## src/rtl/usb_rx_timer.sv

```systemverilog
// usb_rx_timer: bit/word timing recovery for the USB receive path.
// A phase counter is re-zeroed on every line transition and a bit is sampled
// when it reaches SAMPLE_PHASE. Each sample either shifts a data bit, drops a
// stuffed zero, or flags a stuffing violation. Shifted bits are counted into
// words, and EOP is reported to the RX controller.
// Sampled outputs (shift_enable, stuff_skip, pkt_done) are decoded
// combinationally from the registered state. word_rcvd is registered, so it
// pulses the cycle after the last shift of a word. Deasserting rcving clears
// every counter and flag on the next edge and suppresses all pulses in that
// cycle.
module usb_rx_timer #(
  parameter int CLKS_PER_BIT = 8,
  parameter int SAMPLE_PHASE = 3,
  parameter int WORD_BITS    = 16
) (
  input  logic       clk,
  input  logic       n_rst,
  input  logic       rcving,
  input  logic       d_edge,
  input  logic       d_orig,
  input  logic       eop,
  output logic       shift_enable,
  output logic       stuff_skip,
  output logic       word_rcvd,
  output logic       pkt_done,
  output logic       bit_err,
  output logic [5:0] word_count
);

  localparam int PW = (CLKS_PER_BIT > 1) ? $clog2(CLKS_PER_BIT) : 1;
  localparam int BW = (WORD_BITS > 1) ? $clog2(WORD_BITS) : 1;
  localparam logic [PW-1:0] PHASE_MAX    = PW'(CLKS_PER_BIT - 1);
  localparam logic [PW-1:0] PHASE_SAMPLE = PW'(SAMPLE_PHASE);
  localparam logic [BW-1:0] BIT_MAX      = BW'(WORD_BITS - 1);

  typedef enum logic [1:0] {
    IDLE   = 2'd0,
    ACTIVE = 2'd1,
    DONE   = 2'd2
  } state_t;

  state_t         state;
  state_t         state_nxt;
  logic [PW-1:0]  phase;
  logic [2:0]     ones;
  logic [BW-1:0]  bit_cnt;
  logic           sample;
  logic           viol;
  logic           word_last;

  // Decode the sample event and its outcome from the registered state.
  always_comb begin
    sample       = rcving && (state == ACTIVE) && (phase == PHASE_SAMPLE) && !eop;
    shift_enable = sample && (ones != 3'd6);
    stuff_skip   = sample && (ones == 3'd6) && !d_orig;
    viol         = sample && (ones == 3'd6) && d_orig;
    pkt_done     = rcving && (state == ACTIVE) && eop;
    word_last    = shift_enable && (bit_cnt == BIT_MAX);
  end

  // Next-state logic; dropping rcving overrides every other transition.
  always_comb begin
    state_nxt = state;
    if (!rcving) begin
      state_nxt = IDLE;
    end else begin
      case (state)
        IDLE:    if (d_edge) state_nxt = ACTIVE;
        ACTIVE:  if (eop) state_nxt = DONE;
        DONE:    state_nxt = DONE;
        default: state_nxt = IDLE;
      endcase
    end
  end

  // State register.
  always_ff @(posedge clk or negedge n_rst) begin
    if (!n_rst) state <= IDLE;
    else        state <= state_nxt;
  end

  // Phase counter: held at 0 outside ACTIVE (so entry loads 0), re-phased on edges.
  always_ff @(posedge clk or negedge n_rst) begin
    if (!n_rst)                                     phase <= '0;
    else if (!rcving || (state != ACTIVE) || d_edge) phase <= '0;
    else if (phase == PHASE_MAX)                    phase <= '0;
    else                                            phase <= phase + 1'b1;
  end

  // Consecutive-ones counter; a violation holds it at 6.
  always_ff @(posedge clk or negedge n_rst) begin
    if (!n_rst)            ones <= '0;
    else if (!rcving)      ones <= '0;
    else if (shift_enable) ones <= d_orig ? ones + 3'd1 : 3'd0;
    else if (stuff_skip)   ones <= '0;
  end

  // Bit-in-word counter, advanced only by real data shifts.
  always_ff @(posedge clk or negedge n_rst) begin
    if (!n_rst)            bit_cnt <= '0;
    else if (!rcving)      bit_cnt <= '0;
    else if (word_last)    bit_cnt <= '0;
    else if (shift_enable) bit_cnt <= bit_cnt + 1'b1;
  end

  // Word-complete pulse, one cycle after the last shift of a word.
  always_ff @(posedge clk or negedge n_rst) begin
    if (!n_rst) word_rcvd <= 1'b0;
    else        word_rcvd <= rcving && word_last;
  end

  // Sticky stuffing-violation flag, cleared only when rcving drops.
  always_ff @(posedge clk or negedge n_rst) begin
    if (!n_rst)       bit_err <= 1'b0;
    else if (!rcving) bit_err <= 1'b0;
    else if (viol)    bit_err <= 1'b1;
  end

  // Saturating count of words received in this packet.
  always_ff @(posedge clk or negedge n_rst) begin
    if (!n_rst)                                 word_count <= '0;
    else if (!rcving)                           word_count <= '0;
    else if (word_rcvd && (word_count != 6'd63)) word_count <= word_count + 6'd1;
  end

endmodule

```

## config.mk

```make
export PLATFORM = sky130hd
export DESIGN_NAME = usb_rx_timer
export DESIGN_NICKNAME = d
export VERILOG_FILES = /design/src/rtl/usb_rx_timer.sv
export SDC_FILE = /design/constraint.sdc
export NUM_CORES = 1
export LEC_CHECK = 0
export BUFFER_PORTS_ARGS = -buffer_cell sky130_fd_sc_hd__buf_2
export CORE_MARGIN = 2
export CORE_UTILIZATION = 45
export DETAILED_ROUTE_END_ITERATION = 8
export PLACE_DENSITY = 0.66
export SYNTH_ARGS = -nofsm -noshare
export SYNTH_HDL_FRONTEND = slang
export SYNTH_SLANG_ARGS = --single-unit
```

## constraint.sdc

```tcl
create_clock -name clk -period 2 [get_ports clk]
set_clock_uncertainty 0.1 [all_clocks]
set_input_delay 0.4 -clock clk [delete_from_list [all_inputs] [get_ports clk]]
set_output_delay 0.4 -clock clk [all_outputs]
set_load 0.01 [all_outputs]
```

# Word-level counts from Yosys, hierarchy flattened
# Cells that the tools add are included.
# W data, S select, Z words.
[word_totals] regBits=20 output_inout_bits=11 elab_cells=61
[classes] addsub=4 eq_ne=15 mux=17 reduce_logical=18
[ops] op="$mux W3" n=6
[ops] op="$mux W4" n=3
[ops] op="$mux W6" n=2
[ops] op="$logic_and A1 B1 Y1" n=11
[ops] op="$ne A3 B3 Y1 const B" n=3
[ops] op="$add A3 B1 Y3 const B" n=2
[ops] op="$add A6 B1 Y6 const B" n=1
[ops] op="$eq A3 B3 Y1 const B" n=2
[ops] op="$mux W2" n=3
[ops] op="$ne A2 B1 Y1 const B" n=3
[ops] op="$ne A3 B1 Y1 const B" n=2
[ops] op="$ne A6 B6 Y1 const B" n=1
[ops] op="$pmux W2 S3" n=1
[ops] op="$add A4 B1 Y4 const B" n=1
[ops] op="$eq A4 B4 Y1 const B" n=1
[ops] op="$eq A3 B2 Y1 const B" n=1
[ops] op="$logic_not A1 Y1" n=3
[ops] op="$eq A2 B1 Y1 const B" n=1
[ops] op="$eq A2 B2 Y1 const B" n=1
[ops] op="$logic_not A2 Y1" n=1
[ops] op="$logic_or A1 B1 Y1" n=2
[ops] op="$mux W1" n=2
[ops] op="$reduce_and A2 Y1" n=1

# Longest topological paths before layout
[logic_depth] word_depth=9 mapped_depth=6 ltp_nobuf=5

# Least setup slack after synthesis
# Ideal clock, no wire load.
[synth_path] path_type="flip-flop to output port" from="register state[1]" to="output port stuff_skip" arrival_time_ps=1091 path_slack_ps=409 path_stages_with_launch=5 n_path_buf=0 path_cell_list="dfrtp_1 inv_1 ha_1 nand4b_1 nor3_1"
[synth_between] elab_chain_cells=6
[synth_rtl] element="start, declared" line="42" source="state_t state;"
[synth_rtl] element="start signal, assigned" line="79" source="else state <= state_nxt;"
[synth_rtl] element="$eq A2 B1 Y1" line="53" source="sample = rcving && (state == ACTIVE) && (phase == PHASE_SAMPLE) && !eop;"
[synth_rtl] element="$logic_and A1 B1 Y1 (3 in a row)" line="53"
[synth_rtl] element="$logic_and A1 B1 Y1 (2 in a row)" line="55" source="stuff_skip = sample && (ones == 3'd6) && !d_orig;"
[synth_rtl] element="end, declared" line="23" source="output logic stuff_skip,"
# Every way passes these cells.

# Worst setup path after layout
[layout_path] from="register phase[0]" to="output port shift_enable"
[layout_between] elab_chain_cells=4
[layout_rtl] element="start, declared" line="44" source="logic [PW-1:0] phase;"
[layout_rtl] element="start signal, assigned" line="87" source="else phase <= phase + 1'b1;"
[layout_rtl] element="$eq A3 B2 Y1" line="53"
[layout_rtl] element="$logic_and A1 B1 Y1 (2 in a row)" line="53"
[layout_rtl] element="$logic_and A1 B1 Y1" line="54" source="shift_enable = sample && (ones != 3'd6);"
[layout_rtl] element="end, declared" line="22" source="output logic shift_enable,"
# Every way passes these cells.

==> results.sh <==
export IMPL_grt_overflow=0
export IMPL_crit_path_max_incr_delay_ns=0.40
export IMPL_core_area_um2=2255
export IMPL_reg2reg_slack_ns=0.37
export IMPL_hold_path_startpoint="d_edge"
export IMPL_fp_dieH_um=53.30
export IMPL_area_growth_pct=18.42
export IMPL_rsz0062_at_grt="yes"
export IMPL_whs_endpoint="phase[2]$_DFF_PN0_"
export IMPL_synth_ff_type="dfrtp_1"
export IMPL_worstSkewPairLatency_ns=0.30
export IMPL_synthArstFlopShare_pct=100.0
export IMPL_antenna_found_initial=0
export IMPL_cts_path_max_buffers=2
export IMPL_violations="setup timing"
export IMPL_viasPerCell=5.654
export IMPL_wl_per_cell_um=13.47
export IMPL_grt_max_degree=21
export IMPL_slowest_stage="dfrtp_1"
export IMPL_portBuffers=16
export IMPL_outcome="finished, violations left"
export IMPL_synth_seq_cells=20
export IMPL_setup_viol=2
export IMPL_clk_pin_slew_ns=0.10
export IMPL_final_cells=156
export IMPL_dp_cells=149
export IMPL_maxCapViolations=0
export IMPL_initial_core_util_pct=48.50
export IMPL_start_kind="register"
export IMPL_cts_root_buf="clkbuf_4"
export IMPL_cts_sink_count=20
export IMPL_syn_avg_cell_area_um2=10.22
export IMPL_period_needed_ns=2.076
export IMPL_fin_ws_ns=-0.07594
export IMPL_post_dp_hpwl_mm=1.501
export IMPL_hold_class="in -> reg"
export IMPL_synth_mux_area_share_pct=5.492
export IMPL_synth_compound_area_share_pct=12.13
export IMPL_synth_cell_types=32
export IMPL_antenna_left=0
export IMPL_grt_use_total_pct=17.63
export IMPL_rr_endpoint="bit_cnt[3]$_DFFE_PN0P_"
export IMPL_synth_top_family_by_area="simple AND/OR/NAND/NOR gates"
export IMPL_post_route_period_util_pct=103.8
export IMPL_synthSimpleGateAreaFrac_pct=21.05
export IMPL_critPathArrivalTime_ns=1.58
export IMPL_p_leak_nw=0.6516
export IMPL_drc=0
export IMPL_power_mw=0.7889
export IMPL_worst_slew_pin_slew_ns=0.4537
export IMPL_cts_tree="done"
export IMPL_cp_required_ns=1.50
export IMPL_die_x_um=53.30
export IMPL_row_count=17
export IMPL_syn_inst=107
export IMPL_peakVddDrop_uv=427.1
export IMPL_pin_count=17
export IMPL_yosysWarnings=0
export IMPL_vias=882
export IMPL_synth_xor_area_share_pct=0
export IMPL_path_class="reg -> out"
export IMPL_cp_num_cells=5
export IMPL_critPathBufInv=1
export IMPL_synth_edf_count=0
export IMPL_first_global_vias=854
export IMPL_cp_end_kind="primary output"
export IMPL_worstHoldPathCells=2
export IMPL_timing_fmax_mhz=481.7
export IMPL_path_common_cell="ha_4"
export IMPL_drt_iter0_drc=20
export IMPL_holdWs_ns=0.1963
export IMPL_cts_htree_levels=1
export IMPL_hold_viol=0
export IMPL_syn_area_um2=1094
export IMPL_ff2ff_path_depth=5
export IMPL_syn_num_nets=123
export IMPL_powerDensity_nw_per_um2=609.2
export IMPL_crit_fanout=5
export IMPL_r2r_start="phase[0]$_DFF_PN0_"
export IMPL_slew_viol_final=0
export IMPL_nNetsFinal=146
export IMPL_cp_top_family="simple AND/OR/NAND/NOR gates"
export IMPL_die_area_um2=2840
export IMPL_synth_seq_area_share_pct=45.77
export IMPL_first_pass_iters=4
export IMPL_antenna_cells=0
export IMPL_path_cells="ha_4 > ha_4 > nand4b_1 > nor2_2 > buf_2"
export IMPL_maxSlewHeadroom_pct=69.75
export IMPL_grt_pass1_wl_mm=3.657
export IMPL_drive_gt1_share_pct=22.66
export IMPL_gp_congestion=0.7635
export IMPL_cts_buffers=3
export IMPL_drt_total_wl_mm=2.101
export IMPL_synth_adder_area_share_pct=11.44
[stage by stage]
| stage | setup WS [ns] | util (%) | setup TNS, ns | cell area (µm²) |
|---|---|---|---|---|
| 5_1_grt | -0.1594 | 57.44 | -0.2969 | 1295 |
| 2_1_floorplan | 0.4093 | - | 0 | 1094 |
| 3_5_place_dp | 0.1720 | 53.11 | 0 | 1197 |
| 6_report | -0.07594 | 57.44 | -0.1362 | 1295 |
| 4_1_cts | -0.1062 | 56.66 | -0.1684 | 1277 |
| 3_3_place_gp | 0.2475 | 53.11 | 0 | 1197 |
[state kept, by name (all words and copies together) (netlist names)]
name / count
bit_cnt: 4
state: 2
phase: 3
ones: 3
word_count: 6
word_rcvd: 1
bit_err: 1
[cells in the final DEF, fill, tap and decap left out, drive strengths merged, types with 3 or more instances in the layout]
master,n
mux2i,6
clkbuf,3
dfrtp,20
buf,20
o21ai,6
nor2b,3
and3,3
a31oi,4
and4b,3
ha,10
nor3,3
nand3,5
a21oi,3
nand2,11
inv,7
[where the power goes]
group	internal, mW	leakage (nW)	switching (mW)
Clock	0.0702	0.0138	0.116
Combinational	0.0721	0.360	0.0896
Sequential	0.425	0.277	0.0160
[synthesized netlist by cell type, types with 2 or more instances]
master    number  area, µm²
a31oi_1        4      25.02
nand4_1        2      12.51
a21oi_1        3      15.01
and4b_1        3      30.03
nor2b_1        3      18.77
nand3_1        5      25.02
dfrtp_1       20      500.5
and4_1         2      17.52
o21ai_0        5      25.02
a211oi_1       2      15.01
ha_1          10      125.1
mux2i_1        6      60.06
buf_4          2      15.01
inv_1          7      26.28
nor2_1         2      7.510
nor3_1         3      15.01
and3_1         3      18.77
nand2_1       11      41.29
[final cells by class]
class / count / area (µm²)
multi-input cells: 77 / 590.6
clock buffers: 3 / 22.52
fillers: 220 / 959.7
flip-flops and latches: 20 / 500.5
inverters: 7 / 26.28
well taps: 28 / 35.03
repair buffers: 21 / 120.1
[worst max path at each step]
stage	startpoint	endpoint	slack, ns
after CTS	phase[0]$_DFF_PN0_	stuff_skip	-0.11
final	phase[0]$_DFF_PN0_	shift_enable	-0.08
after global placement	state[1]$_DFFE_PN0P_	shift_enable	0.25
after global routing	phase[1]$_DFF_PN0_	shift_enable	-0.16
after detailed placement	state[1]$_DFFE_PN0P_	shift_enable	0.17
after floorplan	state[1]$_DFFE_PN0P_	stuff_skip	0.41
[metal layers]
layer	GRT usage, %	vias to the layer above	wire length [µm]
met2	30.04	16	997
met5	0	-	0
met1	21.27	427	1003
li1	-	435	-
met4	5.128	0	20
met3	5.085	4	80
[logic make-up (layout without fill, tap and decap cells)]
group	Yosys count	count (layout)
compound gates	21	21
buf+inv	10	31
fa+ha+maj	10	10
mux	6	6
flops	20	20
simple gates	40	40
[what timing repair did]
action | in CTS | in global routing
hold buffers | 1 | 0
hold endpoints to repair | 20 | 0
buffers inserted | 1 | 2
pin swaps | 4 | 1
gates resized for setup | 8 | 1
setup endpoints to repair | 2 | 2
No activity file was read; power rests on OpenSTA's default activity.
